File: src/rtl/calc_pkg.sv
// Shared calculator types: formatter FSM states, datapath sizes and the
// sign-and-magnitude result struct passed on from the arithmetic stage.
package calc_pkg;

  localparam int CALC_WIDTH  = 16;
  localparam int CALC_DIGITS = 5;

  typedef enum logic [0:0] {
    IDLE  = 1'b0,
    SHIFT = 1'b1
  } fmt_state_t;

  typedef struct packed {
    logic                  sign;
    logic [CALC_WIDTH-1:0] mag;
  } sm_value_t;

endpackage

File: src/rtl/bcd_add3.sv
// Double-dabble digit correction: adds 3 to a BCD digit that is 5 or more.
module bcd_add3 (
  input  logic [3:0] din,
  output logic [3:0] dout
);

  // add-3 correction
  always_comb begin
    if (din >= 4'd5) begin
      dout = din + 4'd3;
    end else begin
      dout = din;
    end
  end

endmodule

File: src/rtl/sm_bcd_formatter.sv
// Sign-and-magnitude to packed BCD formatter, one magnitude bit per clock.
// Optional leading-zero blank mask built when SM_BCD_BLANK_EN is defined.
module sm_bcd_formatter
  import calc_pkg::*;
#(
  parameter int WIDTH  = CALC_WIDTH,
  parameter int DIGITS = CALC_DIGITS
) (
  input  logic                  clock,
  input  logic                  reset,
  input  logic                  start,
  input  logic [WIDTH:0]        value,
  input  logic                  ovw_in,
  output logic                  busy,
  output logic                  done,
  output logic                  sign,
  output logic [4*DIGITS-1:0]   bcd,
  output logic                  ovw,
  output logic [DIGITS-1:0]     blank
);

  localparam int BW = 4 * DIGITS;
  localparam int CW = $clog2(WIDTH);
  localparam logic [CW-1:0] LAST = CW'(WIDTH - 1);

  fmt_state_t      state_r, state_s;
  logic [CW-1:0]   cnt_r, cnt_s;
  logic [WIDTH-1:0] mag_r, mag_s;
  logic [BW-1:0]   scratch_r, scratch_s, corrected_s, final_s;
  logic [BW-1:0]   bcd_r, bcd_s;
  logic            sign_hold_r, sign_hold_s, ovw_hold_r, ovw_hold_s;
  logic            busy_r, busy_s, done_r, done_s, sign_r, sign_s, ovw_r, ovw_s;

  for (genvar d = 0; d < DIGITS; d++) begin : g_add3
    bcd_add3 u_add3 (
      .din  (scratch_r[4*d +: 4]),
      .dout (corrected_s[4*d +: 4])
    );
  end

  // scratch value after this cycle's correct-then-shift step
  assign final_s = {corrected_s[BW-2:0], mag_r[WIDTH-1]};

  // next-state and output decode
  always_comb begin
    state_s     = state_r;
    cnt_s       = cnt_r;
    mag_s       = mag_r;
    scratch_s   = scratch_r;
    sign_hold_s = sign_hold_r;
    ovw_hold_s  = ovw_hold_r;
    busy_s      = busy_r;
    done_s      = 1'b0;
    bcd_s       = bcd_r;
    sign_s      = sign_r;
    ovw_s       = ovw_r;
    case (state_r)
      IDLE: begin
        if (start) begin
          mag_s       = value[WIDTH-1:0];
          sign_hold_s = value[WIDTH];
          ovw_hold_s  = ovw_in;
          scratch_s   = {BW{1'b0}};
          cnt_s       = {CW{1'b0}};
          busy_s      = 1'b1;
          state_s     = SHIFT;
        end else begin
          state_s = IDLE;
        end
      end
      SHIFT: begin
        scratch_s = final_s;
        mag_s     = {mag_r[WIDTH-2:0], 1'b0};
        cnt_s     = cnt_r + 1'b1;
        if (cnt_r == LAST) begin
          bcd_s   = final_s;
          // negative zero is shown as +0
          sign_s  = sign_hold_r & (final_s != {BW{1'b0}});
          ovw_s   = ovw_hold_r;
          done_s  = 1'b1;
          busy_s  = 1'b0;
          state_s = IDLE;
        end else begin
          state_s = SHIFT;
        end
      end
      default: begin
        state_s = IDLE;
        busy_s  = 1'b0;
      end
    endcase
  end

  // state and datapath registers
  always_ff @(posedge clock) begin
    if (reset) begin
      state_r     <= IDLE;
      cnt_r       <= {CW{1'b0}};
      mag_r       <= {WIDTH{1'b0}};
      scratch_r   <= {BW{1'b0}};
      sign_hold_r <= 1'b0;
      ovw_hold_r  <= 1'b0;
      busy_r      <= 1'b0;
      done_r      <= 1'b0;
      bcd_r       <= {BW{1'b0}};
      sign_r      <= 1'b0;
      ovw_r       <= 1'b0;
    end else begin
      state_r     <= state_s;
      cnt_r       <= cnt_s;
      mag_r       <= mag_s;
      scratch_r   <= scratch_s;
      sign_hold_r <= sign_hold_s;
      ovw_hold_r  <= ovw_hold_s;
      busy_r      <= busy_s;
      done_r      <= done_s;
      bcd_r       <= bcd_s;
      sign_r      <= sign_s;
      ovw_r       <= ovw_s;
    end
  end

  assign busy = busy_r;
  assign done = done_r;
  assign sign = sign_r;
  assign bcd  = bcd_r;
  assign ovw  = ovw_r;

`ifdef SM_BCD_BLANK_EN
  logic [DIGITS-1:0] blank_r;

  // digit i blanks when it and all higher digits are zero; digit 0 never blanks
  function automatic logic [DIGITS-1:0] blank_mask(input logic [BW-1:0] digits);
    logic z;
    blank_mask = {DIGITS{1'b0}};
    z = 1'b1;
    for (int i = DIGITS - 1; i >= 1; i--) begin
      z = z & (digits[4*i +: 4] == 4'd0);
      blank_mask[i] = z;
    end
  endfunction

  // blank mask register, updated with bcd
  always_ff @(posedge clock) begin
    if (reset) begin
      blank_r <= {DIGITS{1'b0}};
    end else if (done_s) begin
      blank_r <= blank_mask(final_s);
    end else begin
      blank_r <= blank_r;
    end
  end

  assign blank = blank_r;
`else
  assign blank = {DIGITS{1'b0}};
`endif

endmodule

File: config.mk
export PLATFORM = sky130hd
export DESIGN_NAME = sm_bcd_formatter
export DESIGN_NICKNAME = d
export VERILOG_FILES = /design/src/rtl/calc_pkg.sv /design/src/rtl/bcd_add3.sv /design/src/rtl/sm_bcd_formatter.sv
export SDC_FILE = /design/constraint.sdc
export NUM_CORES = 1
export LEC_CHECK = 0
export BUFFER_PORTS_ARGS = -buffer_cell sky130_fd_sc_hd__buf_2
export CAP_MARGIN = 5
export CELL_PAD_IN_SITES_DETAIL_PLACEMENT = 0
export CELL_PAD_IN_SITES_GLOBAL_PLACEMENT = 1
export CORE_UTILIZATION = 42
export CTS_CLUSTER_SIZE = 20
export DETAILED_ROUTE_END_ITERATION = 7
export GPL_TIMING_DRIVEN = 1
export PLACE_DENSITY = 0.82
export SETUP_SLACK_MARGIN = 0.3
export SLEW_MARGIN = 15
export SYNTH_ARGS = -nofsm -noshare
export SYNTH_HDL_FRONTEND = slang
export SYNTH_SLANG_ARGS = --single-unit
File: constraint.sdc
create_clock -name clock -period 2.25 [get_ports clock]
set_clock_uncertainty 0.1 [all_clocks]
set_input_delay 0.225 -clock clock [delete_from_list [all_inputs] [get_ports clock]]
set_output_delay 0.225 -clock clock [all_outputs]
set_load 0.005 [all_outputs]
== After elaboration in Yosys (flattened, before gate mapping) ==
Cells that the tools add are included.
Word-level totals
  output and inout port bits: 29
  bits of input ports: 21
  logic and storage cells: 50
  bits in registers: 67
Cells by class
  reduce and logical (&&, ||, !) cells: 5
  eq/ne operators: 3
  $lt $le $gt $ge: 5
  multiplexer cells: 18
  bitwise logic cells: 2
  $add $sub $neg: 6
Operator list (number)
  $pmux W20 S2: 1
  $pmux W16 S2: 1
  $ge A4 B3 Y1 const B: 5
  $mux W20: 1
  $mux W4: 5
  $reduce_bool A20 Y1: 1
  $add A4 B2 Y4 const B: 4
  $mux W16: 1
  $pmux W4 S2: 1
  $reduce_and A2 Y1: 3
  $mux W1: 5
  $add A4 B1 Y4 const B: 1
  $eq A4 B4 Y1 const B: 1
  $pmux W1 S2: 2
  $add A3 B2 Y3 const B: 1
  $mux W3: 1
  $ne A2 B1 Y1 const B: 1
  $ne A2 B2 Y1 const B: 1
  $reduce_or A2 Y1: 1
  $and A1 B1 Y1: 1
  $not A1 Y1: 1

== Logic depth before layout (Yosys ltp) ==
  depth in word-level cells: 4
  mapped depth: 8
  gate-level depth less buffers: 8

== Modules after synthesis ==
Synthesis repeated with hierarchy kept, for this count alone.
Unflattened totals
  cell total of the unflattened synthesis: 383
  area total of the unflattened synthesis: 3274.4 µm²
By module, submodules not included
  sm_bcd_formatter: times used 1, cells an instance 303, area an instance 2767.7 µm², seq. area each 1341.3 µm²
  bcd_add3: times used 5, cells an instance 16, area an instance 101.3 µm², seq. area each 0.0 µm²

== Worst setup path after synthesis ==
No wires, ideal clock.
  kind: flip-flop to flip-flop
  start: register scratch_r[4]
  end: register sign_r, in the netlist sign
  cell stages (with the launch flop): 9
  library setup time: 122 ps
  slack: 239 ps
  data required time: 2028 ps
  arrival time: 1790 ps
  clock period less this slack: 2011 ps
  path buffers: 0
  cells stage by stage: dfxtp_1 inv_1 ha_1 nand2b_1 a21o_1 or3_1 a222oi_1 o32a_1 o21ai_1
Between the ends
  word-level cells in the longest chain between the ends: 4
  elaborated cells between the ends (all ways): 5
  classes of those cells: add/sub: 1; order compare: 1; mux: 1; bitwise: 1; reduce/logical: 1
Ends and longest elaborated chain
  start: declaration: line sm_bcd_formatter.sv:29  | logic [BW-1:0] scratch_r, scratch_s, corrected_s, final_s;
  start signal: assignment: line sm_bcd_formatter.sv:100  | scratch_r <= {BW{1'b0}};
  start signal: assignment: line sm_bcd_formatter.sv:112  | scratch_r <= scratch_s;
  $add A4 B2 Y4 or $ge A4 B3 Y1 (tied branches): line bcd_add3.sv:10, bcd_add3.sv:9
  $mux W4 *: line bcd_add3.sv:9  | if (din >= 4'd5) begin
  $reduce_bool A20 Y1 *: line sm_bcd_formatter.sv:78  | sign_s = sign_hold_r & (final_s != {BW{1'b0}});
  $and A1 B1 Y1 *: line sm_bcd_formatter.sv:78
  end signal: assignment: line sm_bcd_formatter.sv:118  | sign_r <= sign_s;
  end: declaration: line sm_bcd_formatter.sv:32  | logic busy_r, busy_s, done_r, done_s, sign_r, sign_s, ovw_r, ovw_s;
Mark *: on every way between the ends. The rest lies on a longest branch, timed or not.
A chain may end at the register's enable or synchronous reset.

== Worst setup path in the final report ==
  start: register scratch_r[9]
  end: register sign_r, in the netlist sign
Same word-level chain as after synthesis.

==> metrics <==
I/O Buffers 44; CP bufs+invs 1; met1 wire length 3.535 mm; design area 3929 um^2; Remaining DRCs 0; Yosys reg bits 67; height of the chip 88.94 um; CP Class flop to flop; CTS tree built; CTS Sinks 67; outcome complete, no violations; Ys Warns 0; RSZ-0062 raised after global routing yes; Top FF cell, synth dfxtp_1; slowest stage delay, CP 0.54 ns; setup slack, reg-to-reg 0.24 ns; Tot Pwr 2321 uW; TNS Setup 0 ns; Synth top area share 0.4225; # IOs 50; worst vdd ir 0.3239 mV; top cells by area, synth dfxtp_1 42%, a21oi_1 9.8%, nor2_1 7.7%; die area 7909 um^2; Initial Utilization 0.4353; initial DRC count 95; Post-Synthesis Cells 391; TritonCTS buffer count 9; via count 2747; clock buffer depth 2; initial antenna violation count 0; root buf cell clkbuf_8; drt total wl 7.359 mm; DR WL/cell 13.43 um; width of the die 88.94 um; core area 7292 um^2; Final ANT Viol Nets 0; Area growth syn-to-layout 23.77%; vias in the first global route 2560; clk_lat worst skew 0.35 ns; PnR worst setup slack 0.2376 ns; Layout Nets 476; post-detail-place hpwl 4.696 mm; worst hold path type input port to flop; DR WL met2 3.275 mm; Post-DP Area 3517 um^2; Top delay family on crit path simple AND/OR/NAND/NOR gates; first-pass GRT wire length 12.10 mm; crit-path cells inv_2 > ha_1 > nand2b_4 > a21oi_4 > mux2i_2 > or4b_4 > nor4_4 > o21ai_1; worst-margin pin slew 0.6970 ns; routability cong. 0.8412; P_leak 0.001625 uW; startpoint types flop; clock-pin slew on the worst setup and hold paths 0.07 ns; worst path required time 2.38 ns; ANT cells 0; PD cells 590.7 nW/um^2; WL met3 375 um; Avg Synthesized Cell Area 8.118 um^2; DR pass1 iterations 4; crit end category flop; critical path's slowest cell or4b_4; CP Data Arrival Time 2.15 ns; fin crit period 2.012 ns; Async SR Flop Fraction 0; Fmax 0.4969 GHz; Rows 31; Layout fillers 700; pre-CTS setup slack 0.1437 ns; Final period util 0.8944; final hold vios 0; Commonest cells post-synth 67 x dfxtp_1, 65 x nor2_1, 62 x a21oi_1; max-slew violation count 0; max layer used met4; count leader, synth dfxtp_1; sequential share of the synthesized area 0.4225; final setup fails 0; share of layout cells above drive strength 1 0.2606; Crit Path Max Fanout 4; Syn Std Cell Area 3174 um^2; grt ovf 0; Cell variety after synth 37; GRT Resource Usage Total 0.2036; Post-synth EDFFs 0; placed cells 520; H-tree depth 3; Post-Layout Cell Count 548; slew margin rel. 0.5336; Synth area leader dfxtp_1; max cap viols 0; vias per inst 5.013; largest net degree at the start of global routing 44
## metrics by stage
stage	hold slack [ns]	utilization
floorplan	0.2722	-
global placement	0.3414	0.4823
detailed placement	0.3442	0.4823
CTS	0.008093	0.5268
global route	0.02332	0.5388
finish	0.02661	0.5388
## cell usage in the layout, fill, tap and decap left out, types with 3 or more instances in the layout
cell,count
nor2_1,65
dfxtp_1,59
a21oi_1,58
buf_2,44
nand2_1,24
buf_4,22
mux2i_1,20
nor3b_1,17
nor3_1,15
clkbuf_8,11
inv_1,10
a211oi_1,10
nand3_1,9
o21ai_0,8
dfxtp_2,6
ha_1,5
conb_1,5
xnor2_1,4
a21oi_2,4
ha_4,4
inv_2,3
inv_4,3
nand2b_4,3
a21o_1,3
## flip-flops by register name (all words and copies together) (netlist names)
signal	flops
bcd	20
busy	1
cnt_r	4
done	1
mag_r	16
ovw	1
ovw_hold_r	1
scratch_r	20
sign	1
sign_hold_r	1
state_r	1
## kinds of logic (layout without fill, tap and decap cells)
logic type	after synthesis	after routing	share of synthesized area
XOR/XNOR	5	5	0.01380
adder cells (fa/ha/maj)	11	11	0.04336
other	1	5	0.001181
buffers and inverters	46	100	0.06070
multiplexers	22	22	0.06937
AND/OR/NAND/NOR	148	148	0.2255
AO/OA/AOI/OAI	91	91	0.1636
flip-flops	67	67	0.4225
## power breakdown
part	switching [uW]	leakage, uW	internal, uW	total [uW]
Sequential	16.5	0.000548	1210	1220
Clock	472	0.0000884	457	929
Combinational	101	0.000989	67.4	168
## what timing repair did
action	in CTS	in global routing
setup buffers	7	4
hold endpoints to repair	1	0
resized for setup	24	15
endpoints found under the setup margin	1	2
hold buffers	1	0
pin swaps	8	12
## routing by layer
layer	up-vias	global-route usage
li1	1441	-
met4	0	0.08369
met1	1224	0.2521
met2	66	0.3238
met3	16	0.07202
met5	-	0
## final timing paths
check / startpoint / to / cells past startpoint
hold reg to reg: bcd[2] / bcd[2] / 2
setup reg to reg: scratch_r[9] / sign / 8
setup / recovery: scratch_r[9] / sign / 8
hold / removal: ovw_in / ovw_hold_r / 3
## worst register-to-register path, stage by stage, from the launching register on
cell and delay, ns:
dfxtp_2 0.33, inv_2 0.05, ha_1 0.18, nand2b_4 0.15, a21oi_4 0.18, mux2i_2 0.11, or4b_4 0.54, nor4_4 0.16
o21ai_1 0.10
## area by class of cell
type,count,area (um^2),share of cell area
repair buffers,68,415.4,0.1057
clock buffers,12,155.1,0.03949
flip-flops and latches,67,1356,0.3452
clock inverters,4,25.02,0.006369
inverters,16,67.56,0.01720
well taps,99,123.9,0.03153
multi-input cells,282,1785,0.4545
No activity file was read; power rests on OpenSTA's default activity.
